===== src/rtl/ptp_rtc_gen2.sv =====
// PTPv2 real-time counter, second generation.
// Seconds + ns + fractional-ns clock advanced by tick_inc_i every cycle.
// Supports absolute load, exact offset correction with a busy handshake,
// and a phase/width programmable PPS output.
module ptp_rtc_gen2 #(
  parameter int          FNS_W = 26,
  parameter int          SC_W  = 48,
  parameter logic [31:0] SC2NS = 32'd1000000000
) (
  input  logic                   rtc_clk,
  input  logic                   rtc_rst_n,
  input  logic [31:0]            tick_inc_i,
  input  logic                   clear_rtc_i,
  input  logic                   set_time_i,
  input  logic [SC_W-1:0]        set_sc_i,
  input  logic [31:0]            set_ns_i,
  input  logic                   offset_valid_i,
  input  logic signed [31:0]     ns_offset_i,
  input  logic signed [SC_W-1:0] sc_offset_i,
  input  logic [31:0]            pps_phase_i,
  input  logic [31:0]            pps_width_i,
  output logic                   offset_busy_o,
  output logic [SC_W+31:0]       current_time_o,
  output logic [15:0]            rtc_fns_o,
  output logic                   pps_o,
  output logic                   sec_tick_o
);

  localparam int            NW      = 32 + FNS_W;
  localparam logic [NW-1:0] SEC_FNS = {SC2NS, {FNS_W{1'b0}}};

  logic [NW-1:0]   ns_q;
  logic [SC_W-1:0] sc_q;
  logic [2:0]      clr_sync;
  logic            set_pend_q;
  logic [SC_W-1:0] set_sc_q;
  logic [31:0]     set_ns_q;
  logic [1:0]      off_pipe;    // [0]: captured, [1]: apply at next edge
  logic [31:0]     ns_off_q;
  logic [SC_W-1:0] sc_off_q;
  logic            sec_evt_q;
  logic            sec_tick_q;
  logic            pps_q;

  logic            clr_rise;
  logic [NW-1:0]   ns_sum, ns_trj;
  logic            trj_wrap;
  logic [SC_W-1:0] sc_trj;
  logic [33:0]     ofs_sum, ofs_ns;
  logic            ofs_neg, ofs_ovf, ofs_evt;
  logic [SC_W-1:0] ofs_adj, ofs_sc;
  logic [31:0]     ns_int;
  logic [32:0]     pps_end;
  logic            pps_win;

  assign clr_rise = clr_sync[1] & ~clr_sync[2];

  // Free-running trajectory: one tick with single-cycle second wrap.
  always_comb begin
    ns_sum   = ns_q + {{(NW-32){1'b0}}, tick_inc_i};
    trj_wrap = ns_sum[NW-1:FNS_W] >= SC2NS;
    ns_trj   = trj_wrap ? ns_sum - SEC_FNS : ns_sum;
    sc_trj   = sc_q + {{(SC_W-1){1'b0}}, trj_wrap};
  end

  // Offset applied on top of the trajectory; fraction bits pass untouched.
  always_comb begin
    ofs_sum = {2'b00, ns_trj[NW-1:FNS_W]} + {{2{ns_off_q[31]}}, ns_off_q};
    ofs_neg = ofs_sum[33];
    ofs_ovf = !ofs_neg && (ofs_sum[32:0] >= {1'b0, SC2NS});
    ofs_ns  = ofs_sum;
    ofs_adj = '0;
    if (ofs_neg) begin
      ofs_ns  = ofs_sum + {2'b00, SC2NS};
      ofs_adj = '1;
    end else if (ofs_ovf) begin
      ofs_ns  = ofs_sum - {2'b00, SC2NS};
      ofs_adj = {{(SC_W-1){1'b0}}, 1'b1};
    end
    ofs_sc  = sc_trj + sc_off_q + ofs_adj;
    // Net one-second move from wrap and normalisation combined.
    ofs_evt = ofs_ovf | (trj_wrap ^ ofs_neg);
  end

  // PPS window on the current ns, wrapping modulo one second.
  always_comb begin
    ns_int  = ns_q[NW-1:FNS_W];
    pps_end = {1'b0, pps_phase_i} + {1'b0, pps_width_i};
    if (pps_end <= {1'b0, SC2NS})
      pps_win = (ns_int >= pps_phase_i) && ({1'b0, ns_int} < pps_end);
    else
      pps_win = (ns_int >= pps_phase_i) || ({1'b0, ns_int} < pps_end - {1'b0, SC2NS});
  end

  // Clear synchroniser with rising-edge history flop.
  always_ff @(posedge rtc_clk or negedge rtc_rst_n) begin
    if (!rtc_rst_n) clr_sync <= '0;
    else            clr_sync <= {clr_sync[1:0], clear_rtc_i};
  end

  // Time state: clear > set > offset apply > tick; offset request capture.
  always_ff @(posedge rtc_clk or negedge rtc_rst_n) begin
    if (!rtc_rst_n) begin
      ns_q       <= '0;
      sc_q       <= '0;
      set_pend_q <= 1'b0;
      set_sc_q   <= '0;
      set_ns_q   <= '0;
      off_pipe   <= '0;
      ns_off_q   <= '0;
      sc_off_q   <= '0;
      sec_evt_q  <= 1'b0;
    end else begin
      set_pend_q <= set_time_i;
      set_sc_q   <= set_sc_i;
      set_ns_q   <= set_ns_i;
      sec_evt_q  <= 1'b0;
      if (clr_rise) begin
        ns_q     <= '0;
        sc_q     <= '0;
        off_pipe <= '0;
      end else if (set_pend_q) begin
        ns_q     <= {set_ns_q, {FNS_W{1'b0}}};
        sc_q     <= set_sc_q;
        off_pipe <= '0;
      end else if (off_pipe[1]) begin
        ns_q      <= {ofs_ns[31:0], ns_trj[FNS_W-1:0]};
        sc_q      <= ofs_sc;
        sec_evt_q <= ofs_evt;
        off_pipe  <= '0;
      end else begin
        ns_q      <= ns_trj;
        sc_q      <= sc_trj;
        sec_evt_q <= trj_wrap;
        off_pipe  <= {off_pipe[0], 1'b0};
        if (off_pipe == 2'b00 && offset_valid_i) begin
          off_pipe <= 2'b01;
          ns_off_q <= ns_offset_i;
          sc_off_q <= sc_offset_i;
        end
      end
    end
  end

  // Status outputs, one cycle behind the time they describe.
  always_ff @(posedge rtc_clk or negedge rtc_rst_n) begin
    if (!rtc_rst_n) begin
      pps_q      <= 1'b0;
      sec_tick_q <= 1'b0;
    end else begin
      pps_q      <= pps_win;
      sec_tick_q <= sec_evt_q;
    end
  end

  assign current_time_o = {sc_q, ns_q[NW-1:FNS_W]};
  assign rtc_fns_o      = ns_q[FNS_W-1:FNS_W-16];
  assign offset_busy_o  = |off_pipe;
  assign pps_o          = pps_q;
  assign sec_tick_o     = sec_tick_q;

endmodule


===== config.mk =====
export PLATFORM = sky130hd
export DESIGN_NAME = ptp_rtc_gen2
export DESIGN_NICKNAME = d
export VERILOG_FILES = /design/src/rtl/ptp_rtc_gen2.sv
export SDC_FILE = /design/constraint.sdc
export NUM_CORES = 1
export LEC_CHECK = 0
export ABC_AREA = 1
export CORE_MARGIN = 2
export CORE_UTILIZATION = 55
export CTS_BUF_LIST = sky130_fd_sc_hd__clkbuf_16
export CTS_CLUSTER_DIAMETER = 200
export DETAILED_ROUTE_END_ITERATION = 8
export HOLD_SLACK_MARGIN = 0.06
export PLACE_DENSITY = 0.91
export SYNTH_ARGS = -nofsm -noshare
export SYNTH_HDL_FRONTEND = slang
export SYNTH_SLANG_ARGS = --single-unit

===== constraint.sdc =====
create_clock -name rtc_clk -period 13.15 [get_ports rtc_clk]
set_input_delay 1.315 -clock rtc_clk [delete_from_list [all_inputs] [get_ports rtc_clk]]
set_output_delay 1.315 -clock rtc_clk [all_outputs]
set_load 0.01 [all_outputs]

==> impl_metrics.toml <==
[power]
p_leak_nw = 18.2
irDropWorstVdd_mv = 0.132
p_total_mw = 6.47
power_density_nw_per_um2 = 188

[sta]
fmax_mhz = 91.0
fin_tns_setup_ns = 0
max_slew_margin_pct = 27.9
finalCritPeriodShare_pct = 83.5
fin_skew_ns = 0.0225
layout_min_cycle_time_ns = 10.99
setup_slack_ns = 2.16
hold_viol = 0
tightest_slew_ns = 1.08
report.final.slew_viol_count = 0
rsz0062_at_grt = "no"
setup_violations = 0
hold-worst-slack_ns = 0.348

[routing]
drtIter0Drc = 3267
wl_met3_um = 10800
wl_met1_um = 45900
firstDrtPassIters = 8
vias_per_cell = 5.74
routed-via-count = 32900
top_layer_used = "met4"
wire_per_inst_um = 19.8
drc = 0
wl_met2_um = 50000
wl_um = 113000
ant_nets = 0

[logic_synthesis]
yosys-top-cells-area = "dfrtp_1 (23%), nand2_1 (20%), ha_1 (10%)"
synth_area_sq_um = 29400
synth_edf_count = 0
synth_top_area_cell = "dfrtp_1"
synth_top_area_share_pct = 23.4
synth_area_per_cell_sq_um = 6.24
ys_ff_latch = 275
ys_seq_area_share_pct = 23.4
synth_most_common_cell = "nand2_1"
yosys-top-cells-count = "nand2_1 (1570), inv_1 (716), nor2_1 (457)"
syn_inst = 4715
synth_nets = 5262
yosysWarnings = 0
async_flop_share_pct = 100
ys_dominant_reg_cell = "dfrtp_1"
yosysUniqueCellTypes = 58

[cts]
cts_buffers = 31
clock_latency_ns = 0.61
htreeDepth = 1
cts_sinks = 275
path_clk_slew_ns = 0.07
clockBufferDepth = 3
cts_tree = "yes"
root_buffer = "clkbuf_16"
cts_resized = 0
ctsHoldBuffers = 0
postCtsSetupBuffers = 0

[finish]
drive_above_1_share_pct = 3.24
fin_nets = 5556
num-fill-cells = 4842
design_area_sq_um = 34400
stdcell_count = 5724
utilization_pct = 65.1
syn2layout_area_growth_pct = 16.8

[floorplanning]
fp.dieW_um = 235
dieArea_sq_um = 55300
dieHeight_um = 235
rows = 84
pin_count = 360
core_sq_um = 52800
initial_core_util_pct = 55.8

[critical_path]
critPathKind = "in -> reg"
max_stage_delay_ns = 0.71
crit_slowest_cell = "nand3_2"
path_max_fanout = 38
arrival_ns = 11.54
crit_path_frequent_cell = "nand2_1"
worstSetupEndpointType = "register"
regToRegEndpoint = "sc_q[25]"
cp_data_required_time_ns = 13.70
reg2regPathDepth = 48
r2r_start = "ns_q[0]"
reg2reg_slack_ns = 2.96
cp-start-kind = "input pin"
startpoint = "tick_inc_i[0]"

[place]
io_buffers = 359
pre_cts_ws_ns = 1.74
dpl.hpwl_um = 91500
dpl.cell_count = 5664
finalWeightedCongestion = 1.04
dpl-instance-area_sq_um = 33400

[worst_hold_path]
hold_path_depth = 0
hp-class = "reg -> reg"
min_from = "clr_sync[0]"
holdPathEnd = "clr_sync[1]"

[global_routing]
grt_usage_pct = 40.1
grt_antenna_before_repair = 0
grt_max_degree = 92
grt_pass1_wl_um = 175000
grt_pass1_vias = 31500
grt-ovfl-total = 0

[run]
maxCapViolations = 0

[status]
status = "finished clean"
registers in the layout, indices dropped and copies added, names as in the netlist:
signal	cells
set_sc_q	48
off_pipe	2
sc_off_q	48
sec_tick_o	1
ns_q	58
sc_q	48
ns_off_q	32
set_pend_q	1
pps_o	1
clr_sync	3
sec_evt_q	1
set_ns_q	32
routing by layer:
metal	up-vias	track usage (%)
met3	343	7.28
met4	0	19.7
met5	-	0
met1	15200	52.4
li1	15600	-
met2	1721	64.2
report_power, final:
group,switching [mW],leakage [nW],internal (mW),total (mW)
clock,0.404,0.508,0.475,0.878
combinational,2.98,14.3,1.45,4.43
sequential,0.193,3.35,0.961,1.15
cell usage in the layout, fill, tap and decap left out, types with 4 or more instances in the layout:
cell type / n
a211o_1: 5
a211oi_1: 20
a21boi_0: 5
a21o_1: 10
a21oi_1: 247
a31o_2: 4
a31oi_1: 29
and2_1: 6
and3_1: 6
buf_4: 12
clkbuf_16: 31
clkdlybuf4s50_1: 358
clkinv_2: 6
clkinv_4: 4
dfrtp_1: 275
fa_1: 51
ha_1: 235
inv_1: 719
inv_2: 31
nand2_1: 1570
nand2_2: 11
nand3_1: 311
nand3_2: 4
nand3b_1: 29
nand4_1: 65
nor2_1: 455
nor2_2: 11
nor2_4: 6
nor3_1: 50
nor4_1: 29
o2111ai_1: 17
o211ai_1: 10
o21a_1: 10
o21ai_0: 198
o21ai_1: 8
o21bai_1: 12
o221ai_1: 11
or2_2: 21
xnor2_1: 41
xor2_1: 68
critical path: cells and delay by family:
family          cells  cell delay, ns
buf+inv             7            1.08
compound gates      7            1.94
fa+ha+maj           6            2.09
simple gates       29            5.10
cell families (layout without fill, tap and decap cells):
group | after synthesis | in the layout | share of synthesized area, %
flops | 275 | 275 | 23.4
compound gates | 602 | 602 | 11.6
buf+inv | 857 | 1176 | 11.7
simple gates | 2586 | 2586 | 36.6
other cells | 0 | 2 | 0
fa+ha+maj | 286 | 286 | 13.5
xor+xnor | 109 | 109 | 3.25
worst max-delay path by stage:
stage | slack (ns) | endpoint
2_1_floorplan | 2.46 | sc_q[25]
3_3_place_gp | 1.80 | sc_q[40]
3_5_place_dp | 1.74 | sc_q[25]
4_1_cts | 2.35 | sc_q[25]
6_report | 2.16 | sc_q[25]
5_1_grt | 1.28 | sc_q[25]
final cells by class:
cell class | count | area (sq um) | area share [%]
Antenna cell | 2 | 5.00 | 0.0146
Clock buffer | 31 | 776 | 2.26
Clock inverter | 27 | 221 | 0.644
Inverter | 746 | 2800 | 8.15
Multi-Input combinational cell | 3583 | 19100 | 55.6
Sequential cell | 275 | 6880 | 20.0
Tap cell | 688 | 861 | 2.50
Timing Repair Buffer | 372 | 3710 | 10.8
Power figures use the tool's default switching activity.
